--- config.mk ---
export PLATFORM = sky130hd
export DESIGN_NAME = adder_tree_seq_ctrl
export DESIGN_NICKNAME = d
export VERILOG_FILES = /design/src/rtl/adder_tree_seq_ctrl_pkg.sv /design/src/rtl/adder_tree_lat_tracker.sv /design/src/rtl/adder_tree_seq_ctrl.sv
export SDC_FILE = /design/constraint.sdc
export NUM_CORES = 1
export LEC_CHECK = 0
export CAP_MARGIN = 20
export CORE_MARGIN = 3
export CORE_UTILIZATION = 26
export CTS_BUF_LIST = sky130_fd_sc_hd__clkbuf_8
export CTS_CLUSTER_DIAMETER = 80
export CTS_CLUSTER_SIZE = 10
export DETAILED_ROUTE_END_ITERATION = 7
export PLACE_DENSITY = 0.55
export SKIP_CTS_REPAIR_TIMING = 1
export SLEW_MARGIN = 10
export SYNTH_ARGS = -nofsm -noshare
export SYNTH_HDL_FRONTEND = slang
export SYNTH_SLANG_ARGS = --single-unit
--- constraint.sdc ---
create_clock -name clk -period 3 [get_ports clk]
set_clock_uncertainty 0.05 [all_clocks]
set_input_delay 0.6 -clock clk [delete_from_list [all_inputs] [get_ports clk]]
set_output_delay 0.6 -clock clk [all_outputs]
set_load 0.005 [all_outputs]
--- src/rtl/adder_tree_seq_ctrl_pkg.sv ---
// Shared types and default sizing for the adder tree sequencer.
`timescale 1ns/1ps
package adder_tree_seq_ctrl_pkg;

   // Sequencer states.
   typedef enum logic [1:0] {
      ST_IDLE  = 2'd0,
      ST_ISSUE = 2'd1,
      ST_DRAIN = 2'd2,
      ST_DONE  = 2'd3
   } state_e;

   localparam int DEF_ROW_W    = 4;
   localparam int DEF_SUM_W    = 12;
   localparam int DEF_PIPE_LAT = 3;

   // At most 2^row_w - 1 sums of sum_w bits each, so sum_w + row_w bits never overflow.
   function automatic int acc_w(input int sum_w, input int row_w);
      return sum_w + row_w;
   endfunction

endpackage

--- src/rtl/adder_tree_lat_tracker.sv ---
// Follows each row read through the bank read and adder tree pipeline, and counts the sums returned.
`timescale 1ns/1ps
module adder_tree_lat_tracker
   import adder_tree_seq_ctrl_pkg::*;
#(
   parameter int PIPE_LAT = DEF_PIPE_LAT,
   parameter int ROW_W    = DEF_ROW_W
) (
   input  logic             clk,
   input  logic             rst_n,
   input  logic             clr,
   input  logic             rd_en,
   output logic             tail_valid,
   output logic [ROW_W-1:0] ret_cnt
);

   logic [PIPE_LAT-1:0] vld_q, vld_d;
   logic [ROW_W-1:0]    ret_cnt_q, ret_cnt_d;

   // Shift the read strobe toward the tail, and count each sum as it leaves the pipeline.
   always_comb begin
      // NOTE: give every signal a default before any branch; otherwise a path that skips it infers a latch.
      vld_d     = vld_q;
      ret_cnt_d = ret_cnt_q;
      vld_d[0]  = rd_en;
      for (int i = 1; i < PIPE_LAT; i++) vld_d[i] = vld_q[i-1];
      if (vld_q[PIPE_LAT-1]) ret_cnt_d = ret_cnt_q + ROW_W'(1);
      if (clr) begin
         vld_d     = '0;
         ret_cnt_d = '0;
      end
   end

   // Pipeline and counter state.
   always_ff @(posedge clk or negedge rst_n) begin
      if (!rst_n) begin
         vld_q     <= '0;
         ret_cnt_q <= '0;
      end else begin
         // NOTE: use non-blocking assignments in clocked blocks so every flop samples pre-edge values.
         vld_q     <= vld_d;
         ret_cnt_q <= ret_cnt_d;
      end
   end

   assign tail_valid = vld_q[PIPE_LAT-1];
   assign ret_cnt    = ret_cnt_q;

endmodule

--- src/rtl/adder_tree_seq_ctrl.sv ---
// Issues a job of row reads to the bank memory, accumulates the returned adder tree sums, and
// presents the total on a valid/ready port.
`timescale 1ns/1ps
module adder_tree_seq_ctrl
   import adder_tree_seq_ctrl_pkg::*;
#(
   parameter  int ROW_W    = DEF_ROW_W,
   parameter  int SUM_W    = DEF_SUM_W,
   parameter  int PIPE_LAT = DEF_PIPE_LAT,
   localparam int ACC_W    = acc_w(SUM_W, ROW_W)
) (
   input  logic             clk,
   input  logic             rst_n,
   input  logic             start,
   input  logic [ROW_W-1:0] num_rows,
   input  logic [ROW_W-1:0] base_addr,
   output logic             busy,
   output logic             rd_en,
   output logic [ROW_W-1:0] rd_addr,
   input  logic [SUM_W-1:0] tree_sum,
   output logic [ACC_W-1:0] res_data,
   output logic             res_valid,
   input  logic             res_ready
);

   state_e           state_q, state_d;
   logic [ROW_W-1:0] num_rows_q, num_rows_d;
   logic [ROW_W-1:0] addr_q, addr_d;
   logic [ROW_W-1:0] issued_q, issued_d;
   logic [ACC_W-1:0] acc_q, acc_d;
   logic [ACC_W-1:0] res_data_q, res_data_d;
   logic             clr;
   logic             tail_valid;
   logic [ROW_W-1:0] ret_cnt;

   adder_tree_lat_tracker #(
      .PIPE_LAT (PIPE_LAT),
      .ROW_W    (ROW_W)
   ) u_lat_tracker (
      .clk        (clk),
      .rst_n      (rst_n),
      .clr        (clr),
      .rd_en      (rd_en),
      .tail_valid (tail_valid),
      .ret_cnt    (ret_cnt)
   );

   // Next-state logic: job launch, back-to-back row issue, drain of in-flight sums, result hold.
   always_comb begin
      state_d    = state_q;
      num_rows_d = num_rows_q;
      addr_d     = addr_q;
      issued_d   = issued_q;
      acc_d      = acc_q;
      res_data_d = res_data_q;
      clr        = 1'b0;
      if (tail_valid) acc_d = acc_q + ACC_W'(tree_sum);
      case (state_q)
         ST_IDLE: begin
            if (start) begin
               clr        = 1'b1;
               acc_d      = '0;
               num_rows_d = num_rows;
               addr_d     = base_addr;
               issued_d   = '0;
               if (num_rows != '0) begin
                  state_d = ST_ISSUE;
               end else begin
                  state_d    = ST_DONE;
                  res_data_d = '0;
               end
            end
         end
         ST_ISSUE: begin
            addr_d   = addr_q + ROW_W'(1);   // wraps modulo 2^ROW_W
            issued_d = issued_q + ROW_W'(1);
            if (issued_q == num_rows_q - ROW_W'(1)) state_d = ST_DRAIN;
         end
         ST_DRAIN: begin
            // The final sum always arrives here, since it comes at least one cycle after the last read.
            if (tail_valid && (ret_cnt + ROW_W'(1) == num_rows_q)) begin
               state_d    = ST_DONE;
               res_data_d = acc_d;
            end
         end
         ST_DONE: begin
            if (res_ready) state_d = ST_IDLE;
         end
         default: state_d = ST_IDLE;
      endcase
   end

   // State, job and accumulator registers.
   always_ff @(posedge clk or negedge rst_n) begin
      if (!rst_n) begin
         state_q    <= ST_IDLE;
         num_rows_q <= '0;
         addr_q     <= '0;
         issued_q   <= '0;
         acc_q      <= '0;
         res_data_q <= '0;
      end else begin
         state_q    <= state_d;
         num_rows_q <= num_rows_d;
         addr_q     <= addr_d;
         issued_q   <= issued_d;
         acc_q      <= acc_d;
         res_data_q <= res_data_d;
      end
   end

   assign busy      = (state_q != ST_IDLE);
   assign rd_en     = (state_q == ST_ISSUE);
   assign rd_addr   = addr_q;
   assign res_valid = (state_q == ST_DONE);
   assign res_data  = res_data_q;

endmodule

After elaboration in Yosys (flattened, before gate mapping)
Cells that the tools add are included.
{"block": "classes", "add_sub_neg": 5, "eq_ne": 10, "n_mux": 22, "reduce_logical": 11}
{"operator": "two-way mux 16 bit", "n": 6}
{"operator": "case mux 16 bit (2 select lines)", "n": 1}
{"operator": "adder 16 x 12 -> 16 bit", "n": 1}
{"operator": "two-way mux 4 bit", "n": 4}
{"operator": "case mux 4 bit (2 select lines)", "n": 2}
{"operator": "adder 4 x 1 -> 4 bit (second input constant)", "n": 3}
{"operator": "two-way mux 2 bit", "n": 5}
{"operator": "== test 4 bit", "n": 2}
{"operator": "inequality test 2 bit (second input constant)", "n": 4}
{"operator": "case mux 2 bit (4 select lines)", "n": 1}
{"operator": "AND reduction 4 bit", "n": 2}
{"operator": "nonzero test 2 bit", "n": 4}
{"operator": "== test 2 bit (second input constant)", "n": 2}
{"operator": "AND reduction 2 bit", "n": 2}
{"operator": "nonzero test 4 bit", "n": 1}
{"operator": "subtractor 4 x 1 -> 4 bit (second input constant)", "n": 1}
{"operator": "two-way mux 3 bit", "n": 1}
{"operator": "== test 2 x 1 -> 1 bit (second input constant)", "n": 1}
{"operator": "logical NOT 2 bit", "n": 1}
{"operator": "two-way mux 1 bit", "n": 2}
{"operator": "inequality test 2 x 1 -> 1 bit (second input constant)", "n": 1}
{"operator": "logical AND 1 bit", "n": 1}
{"block": "word_totals", "reg_bits": 53, "in_bits": 24, "out_inout_bits": 23, "elab_cells": 56}

Logic depth before layout (Yosys ltp)
Gate-level depths: netlist of run 1.
{"block": "logic_depth", "ltp_word": 5, "mapped_depth": 9, "ltp_nobuf": 8}

Hierarchy
Synthesis of run 1 repeated with hierarchy kept, for this count alone.
{"block": "unflattened", "cells_unflattened": 330, "hier_area_um2": 3133.0}
{"mod": "adder_tree_seq_ctrl", "n_inst": 1, "cells_per_inst": 308, "area_each_um2": 2841.5, "seq_area_each_um2": 1151.1}
{"mod": "adder_tree_lat_tracker", "n_inst": 1, "cells_per_inst": 22, "area_each_um2": 291.5, "seq_area_each_um2": 175.2}

Worst setup path before layout of run 1
OpenSTA, ideal clock, no wires.
{"block": "synth_path", "path_type": "input -> register", "startpoint": "input tree_sum[0]", "endpoint": "register res_data_q[14] (netlist: res_data[14])", "arrival_ps": 2284, "required_time_ps": 2829, "slack_ps": 545, "stages": 8, "cell_sequence": "ha_1 > fa_1 > a211oi_1 > o21ai_1 > nand2_1 > mux2_2 > o21ai_0 > o21ai_1"}
{"block": "synth_via", "elab_chain_cells": 4}
{"element": "start, declared", "line": "adder_tree_seq_ctrl.sv:20", "rtl": "input logic [SUM_W-1:0] tree_sum,"}
{"element": "adder 16 x 12 -> 16 bit", "line": "adder_tree_seq_ctrl.sv:57", "rtl": "if (tail_valid) acc_d = acc_q + ACC_W'(tree_sum);"}
{"element": "two-way mux 16 bit", "line": "adder_tree_seq_ctrl.sv:57"}
{"element": "two-way mux 16 bit", "line": "adder_tree_seq_ctrl.sv:81", "rtl": "if (tail_valid && (ret_cnt + ROW_W'(1) == num_rows_q)) begin"}
{"element": "case mux 16 bit (2 select lines)", "line": "adder_tree_seq_ctrl.sv:58", "rtl": "case (state_q)"}
{"element": "end signal, assigned", "line": "adder_tree_seq_ctrl.sv:108", "rtl": "res_data_q <= res_data_d;"}
{"element": "end, declared", "line": "adder_tree_seq_ctrl.sv:31", "rtl": "logic [ACC_W-1:0] res_data_q, res_data_d;"}
No other way between the ends. The select of a mux whose other input is x is not followed.
A chain may end at the register's enable or synchronous reset.

Final worst setup path of run 1
Ends and elaborated chain as after synthesis.

==> metrics.csv, run 1 <==
stage;metric;value;unit
floorplan;row_count;40;
floorplan;core;12200;um^2
finish;num-nets-final;452;
placed_design;portBuffers;46;
route;drt_wl_total;7990;um
synth;synth_top_flop_cell;dfrtp_1;
synth;yosys-top-cells-count;dfrtp_1 (53), nand2_1 (36), nor2_1 (32), a21oi_1 (25), ha_1 (20);
sta;slew_headroom;53.7;%
synth;yosysSeqAreaShare;40.6;%
route;drtPass1Iterations;4;
min_path;hold_class;in2async;
worst_setup_path;startpoint_type;primary input;
power;vdd_ir_drop_max;0.000586;V
worst_setup_path;path_max_fanout;4;
synth;ys_ff_latch;53;
placed_design;place_area;3970;um^2
placed_design;globalplace.congestion;0.826;
synth;ys_async_sr_fraction;100;%
sta;period_minus_slack;2690;ps
global_routing;grt_pass1_wl;13500;um
clocking;clkLatencyLatePin;320;ps
floorplan;die_x;118;um
synth;yosysTopAreaCell;dfrtp_1;
finish;diodes;0;
sta;setup_ws;309;ps
placed_design;pre_cts_slack;-20.5;ps
global_routing;grt_use_total;11.8;%
clocking;clockBufferDepth;2;
sta;tightest_slew;695;ps
sta;drv_slew;0;
power;leakagePower;0.00170;uW
global_routing;grt_max_degree;54;
synth;synth_edf_count;0;
floorplan;start_util;26.8;%
clocking;cts_made_buffers;5;
worst_setup_path;end_kind;flip-flop;
synth;synth_area_leaders;dfrtp_1 (41%), ha_1 (7.7%), xnor2_1 (4.6%), nand2_1 (4.1%), a21oi_1 (3.8%);
sta;min_period_over_period;89.7;%
synth;synthCells;355;
floorplan;ios;47;
job;timing.max_cap.violations;0;
global_routing;grt_pass1_vias;2738;
clocking;root_buffer;clkbuf_8;
synth;synth_most_common_cell;dfrtp_1;
clocking;clk_pin_slew;100;ps
finish;design_area;4080;um^2
sta;finalSetupViolCount;0;
global_routing;grt_antenna_before_repair;0;
finish;layout-drive-gt1-share;8.85;%
worst_setup_path;worstSetupPathType;in2reg;
floorplan;fp.dieH;118;um
sta;hold_viol_final;0;
finish;area_growth;24.9;%
clocking;cts_tree;yes;
floorplan;die-area;13900;um^2
run_status;run_status;completed;
synth;syn-num-nets;400;
synth;yosysWarnings;0;
route;via_per_inst;4.74;
clocking;cts_sinks;53;
finish;fill_cells;1267;
route;wl_per_cell;13.9;um
worst_setup_path;required;3160;ps
synth;synth_top_area_share;40.6;%
synth;ys_types;55;
synth;netlist_area;3260;um^2
route;first_iter_violations;149;
placed_design;dp_hpwl;5940;um
synth;avgSynthCellArea;9.20;um^2
power;powerDensity;974;nW/um^2
route;vias;2727;
sta;max_freq;0.372;GHz
sta;rsz0062_at_grt;false;
route;ant_nets;0;
worst_setup_path;arrival;2850;ps
global_routing;gr-total-overflow;0;
clocking;ctsHtreeMaxLevel;2;
route;drc;0;
==> logic make-up after synthesis <==
| group | after synthesis | share of synthesized area [%] |
|---|---|---|
| flops | 53 | 40.6 |
| mux | 17 | 5.40 |
| xor+xnor | 24 | 6.44 |
| fa+ha+maj | 21 | 8.28 |
| simple gates | 116 | 16.3 |
| compound gates | 96 | 19.4 |
| buf+inv | 28 | 3.64 |
==> state kept, by name, indices dropped and copies added, names as in the netlist, named ones only <==
| signal | cells |
|---|---|
| issued_q | 4 |
| u_lat_tracker.ret_cnt | 4 |
| res_data | 16 |
| num_rows_q | 4 |
| u_lat_tracker.vld_q | 3 |
| rd_addr | 4 |
| state_q | 2 |
| acc_q | 15 |
==> layer usage <==
metal | part of all wire, % | vias up | track usage, %
met5 | 0 | - | 0
met3 | 4.0 | 7 | 2.21
met4 | 1.0 | 0 | 3.37
met1 | 49 | 1294 | 16.2
met2 | 46 | 50 | 19.0
li1 | - | 1376 | -
==> report_power, final <==
group / total, uW / internal (uW) / switching (uW)
Combinational: 2200 / 1040 / 1160
Clock: 499 / 248 / 251
Sequential: 1270 / 989 / 285
Total: 3970 / 2280 / 1690
==> worst max-delay path, cell delays in order <==
cell,delay (ps)
clkdlybuf4s50_1,410
ha_1,240
fa_1,410
a211oi_1,260
o21ai_1,180
nand2_1,140
mux2_2,350
o21ai_0,180
o21ai_1,80
==> final timing paths <==
kind | start | end | slack (ps) | cells past startpoint
setup / recovery | tree_sum[0] | res_data[14] | 310 | 9
hold / removal | rst_n | rd_addr[0] | 350 | 2
setup reg to reg | acc_q[0] | res_data[14] | 640 | 8
hold reg to reg | res_data[0] | res_data[0] | 430 | 2
max in group asynchronous | rst_n | res_data[5] | 2080 | 2
min in group clk | res_data[0] | res_data[0] | 430 | 2
==> area by class of cell <==
| class | instances | area, um^2 | area share (%) |
|---|---|---|---|
| repair buffers | 61 | 568 | 13.9 |
| clock buffers | 5 | 68.8 | 1.69 |
| well taps | 168 | 210 | 5.16 |
| inverters | 12 | 45.0 | 1.10 |
| clock inverters | 2 | 38.8 | 0.952 |
| flip-flops and latches | 53 | 1330 | 32.5 |
| multi-input cells | 274 | 1820 | 44.6 |
==> cell usage in the layout, fill, tap and decap left out, types with 3 or more instances in the layout <==
master,n
a21o_1,3
mux2_2,4
clkdlybuf4s50_1,45
o31ai_1,9
a21oi_1,25
clkbuf_8,5
buf_4,15
dfrtp_1,53
nor2_1,32
ha_1,20
nand3_1,14
xor2_1,7
nor3_1,11
mux2i_1,12
inv_1,11
o21ai_0,17
a211oi_1,4
and3_1,3
nand2_1,36
xnor2_1,17
nand4_1,4
o21ai_1,10
o22ai_1,5
==> metrics by stage <==
stage / total power [uW] / std cells / utilization (%) / hold WS (ps) / TNS [ps]
6_report: 3970 / 575 / 33.5 / 350 / 0
5_1_grt: 4360 / 575 / 33.5 / 415 / 0
4_1_cts: 4030 / 575 / 33.5 / 386 / 0
3_5_place_dp: 3500 / 568 / 32.6 / 418 / -20.5
3_3_place_gp: 3460 / 568 / 32.6 / 403 / -12.4
2_1_floorplan: 2760 / 355 / - / 254 / 0
Power figures use the tool's default switching activity.
==> run 2, diff against run 1 <==
Settings changed: DONT_BUFFER_PORTS set to 1, MAX_ROUTING_LAYER set to met4, PLACE_DENSITY 0.55 to 0.5, SLEW_MARGIN 10 to 20.
==> run 2 against run 1 <==
  * Global-route usage barely moved
  * Core utilization fell by 4.1 points
  * Die area did not move
  * Setup slack improved by 100 ps
  * Fmax rose by 4.0%
  * Clock power rose by 1%
  * Critical path depth fell by 2
  * Clock-buffer cell count rose by 1
  * Routed wire length fell by 2.1%
  * Largest power group unchanged
==> metrics.csv, run 2 (synthesis results as in run 1) <==
stage;metric;value;unit;change
route;first_iter_violations;82;;was 149
global_routing;grt_pass1_wl;13300;um;was 13500 um
worst_setup_path;required;3130;ps;was 3160 ps
power;vdd_ir_drop_max;0.000394;V;was 0.000586 V
finish;final_cell_mix;dfrtp_1 (53), nand2_1 (36), nor2_1 (32);;was dfrtp_1 (53), clkdlybuf4s50_1 (45), nand2_1 (36)
placed_design;pre_cts_slack;369;ps;was -20.5 ps
worst_setup_path;path_cells;inv_1 -> ha_1 -> clkinv_1 -> a21oi_1 -> nor2_1 -> nand2_2 -> mux2_1;;was clkdlybuf4s50_1 -> ha_1 -> fa_1 -> a211oi_1 -> o21ai_1 -> nand2_1 -> mux2_2 -> o21ai_0 -> o21ai_1
global_routing;grt_use_total;11.8;%;about the same
finish;final_common_cell;dfrtp_1;;unchanged
route;ant_nets;0;;unchanged
finish;fill_cells;1298;;was 1267
power;powerDensity;1030;nW/um^2;was 974 nW/um^2
sta;period_minus_slack;2590;ps;was 2690 ps
worst_setup_path;cp_slowest_cell;ha_1;;was clkdlybuf4s50_1
floorplan;die-area;13900;um^2;unchanged
floorplan;row_count;40;;unchanged
clocking;ctsHtreeMaxLevel;2;;unchanged
clocking;cts_sinks;53;;unchanged
placed_design;portBuffers;0;;was 46
finish;layout-drive-gt1-share;7.37;%;was 8.85%
worst_setup_path;r2r_start;state_q[1];;was acc_q[0]
sta;max_freq;0.387;GHz;was 0.372 GHz
worst_setup_path;max_stage_delay;460;ps;was 410 ps
floorplan;fp.dieH;118;um;unchanged
sta;slew_headroom;51.2;%;was 53.7%
sta;setup_ws;413;ps;was 309 ps
clocking;root_buffer;clkbuf_8;;unchanged
finish;diodes;0;;unchanged
finish;area_growth;9.74;%;was 24.9%
floorplan;core;12200;um^2;unchanged
clocking;clk_pin_slew;100;ps;about the same
sta;min_period_over_period;86.2;%;was 89.7%
finish;num-nets-final;397;;was 452
sta;finalSetupViolCount;0;;unchanged
placed_design;globalplace.congestion;0.866;;was 0.826
global_routing;gr-total-overflow;0;;unchanged
floorplan;ios;47;;unchanged
worst_setup_path;r2r-end;res_data[15];;was res_data[14]
sta;rsz0062_at_grt;false;;unchanged
worst_setup_path;r2r_cells;7;;was 8
finish;largest_reg_flops;16;;unchanged
global_routing;grt_antenna_before_repair;0;;unchanged
placed_design;dp_hpwl;5990;um;was 5940 um
route;via_per_inst;4.94;;was 4.74
clocking;cts_tree;yes;;unchanged
route;drt_wl_total;7820;um;was 7990 um
worst_setup_path;path_max_fanout;25;;was 4
route;drtPass1Iterations;4;;unchanged
route;drc;0;;unchanged
sta;drv_slew;0;;unchanged
worst_setup_path;startpoint;state_q[1];;was tree_sum[0]
worst_setup_path;end_kind;flip-flop;;unchanged
sta;tightest_slew;732;ps;was 695 ps
worst_setup_path;critPathCapture;res_data[15];;was res_data[14]
clocking;cts_made_buffers;5;;unchanged
global_routing;grt_max_degree;54;;unchanged
worst_setup_path;ff2ff_setup_slack;410;ps;was 640 ps
worst_setup_path;critical_path.top_delay_family;buffers and inverters;;was compound AO/OA/AOI/OAI gates
worst_setup_path;cp.depth;7;;was 9
job;timing.max_cap.violations;0;;unchanged
global_routing;grt_pass1_vias;2547;;was 2738
route;vias;2576;;was 2727
power;leakagePower;0.00150;uW;was 0.00170 uW
route;wl_per_cell;15.0;um;was 13.9 um
worst_setup_path;worstSetupPathType;reg2reg;;was in2reg
worst_setup_path;arrival;2720;ps;was 2850 ps
run_status;run_status;completed;;unchanged
clocking;clockBufferDepth;2;;unchanged
worst_setup_path;cp_num_buf_inv;2;;was 1
min_path;hold_class;in2async;;unchanged
sta;setup_tns;0;ps;unchanged
worst_setup_path;startpoint_type;flip-flop;;was primary input
sta;hold_viol_final;0;;unchanged
clocking;clkLatencyLatePin;310;ps;was 320 ps
floorplan;die_x;118;um;unchanged
floorplan;start_util;26.8;%;unchanged
-- run 2: metal layers --
| layer | share of wire [%] | track usage (%) | vias up |
|---|---|---|---|
| li1 | - | - | 1275 |
| met1 | 48 | 15.6 | 1242 |
| met2 | 47 | 18.9 | 53 |
| met3 | 4.1 | 2.55 | 6 |
| met4 | 1.0 | 2.27 | 0 |
| met5 | 0 | - | - |
-- run 2: through the flow --
stage	hold slack, ps	cells	util (%)	area (um^2)	power (uW)
3_5_place_dp	256	512	28.3	3440	3190
5_1_grt	77.2	521	29.5	3580	4060
4_1_cts	-88.4	520	29.2	3550	3710
2_1_floorplan	254	355	-	3260	2760
6_report	71.8	521	29.5	3580	3680
3_3_place_gp	256	512	28.3	3440	3150
-- run 2: power breakdown --
| group | leakage [uW] | total [uW] | switching [uW] | internal [uW] |
|---|---|---|---|---|
| Combinational | 0.000756 | 1880 | 1100 | 783 |
| Sequential | 0.000683 | 1290 | 303 | 990 |
| Clock | 0.0000626 | 506 | 237 | 269 |
| Total | 0.00150 | 3680 | 1640 | 2040 |
-- run 2: worst min-delay path by stage --
stage,cells past startpoint,endpoint
floorplan,0,asynchronous set/reset pin
global placement,0,rd_addr[1]
detailed placement,0,rd_addr[1]
CTS,0,rd_addr[1]
global route,1,rd_addr[1]
finish,1,rd_addr[1]
-- run 2: cell type report --
class                      instances  area [um^2]  share of cell area [%]
clock inverter                     2         33.8                   0.943
multi-input combinational        274         1820                    50.8
inverter                          12         45.0                    1.26
clock buffer                       6         82.6                    2.31
sequential                        53         1330                    37.0
tap                              168          210                    5.87
timing repair buffer               6         65.1                    1.82
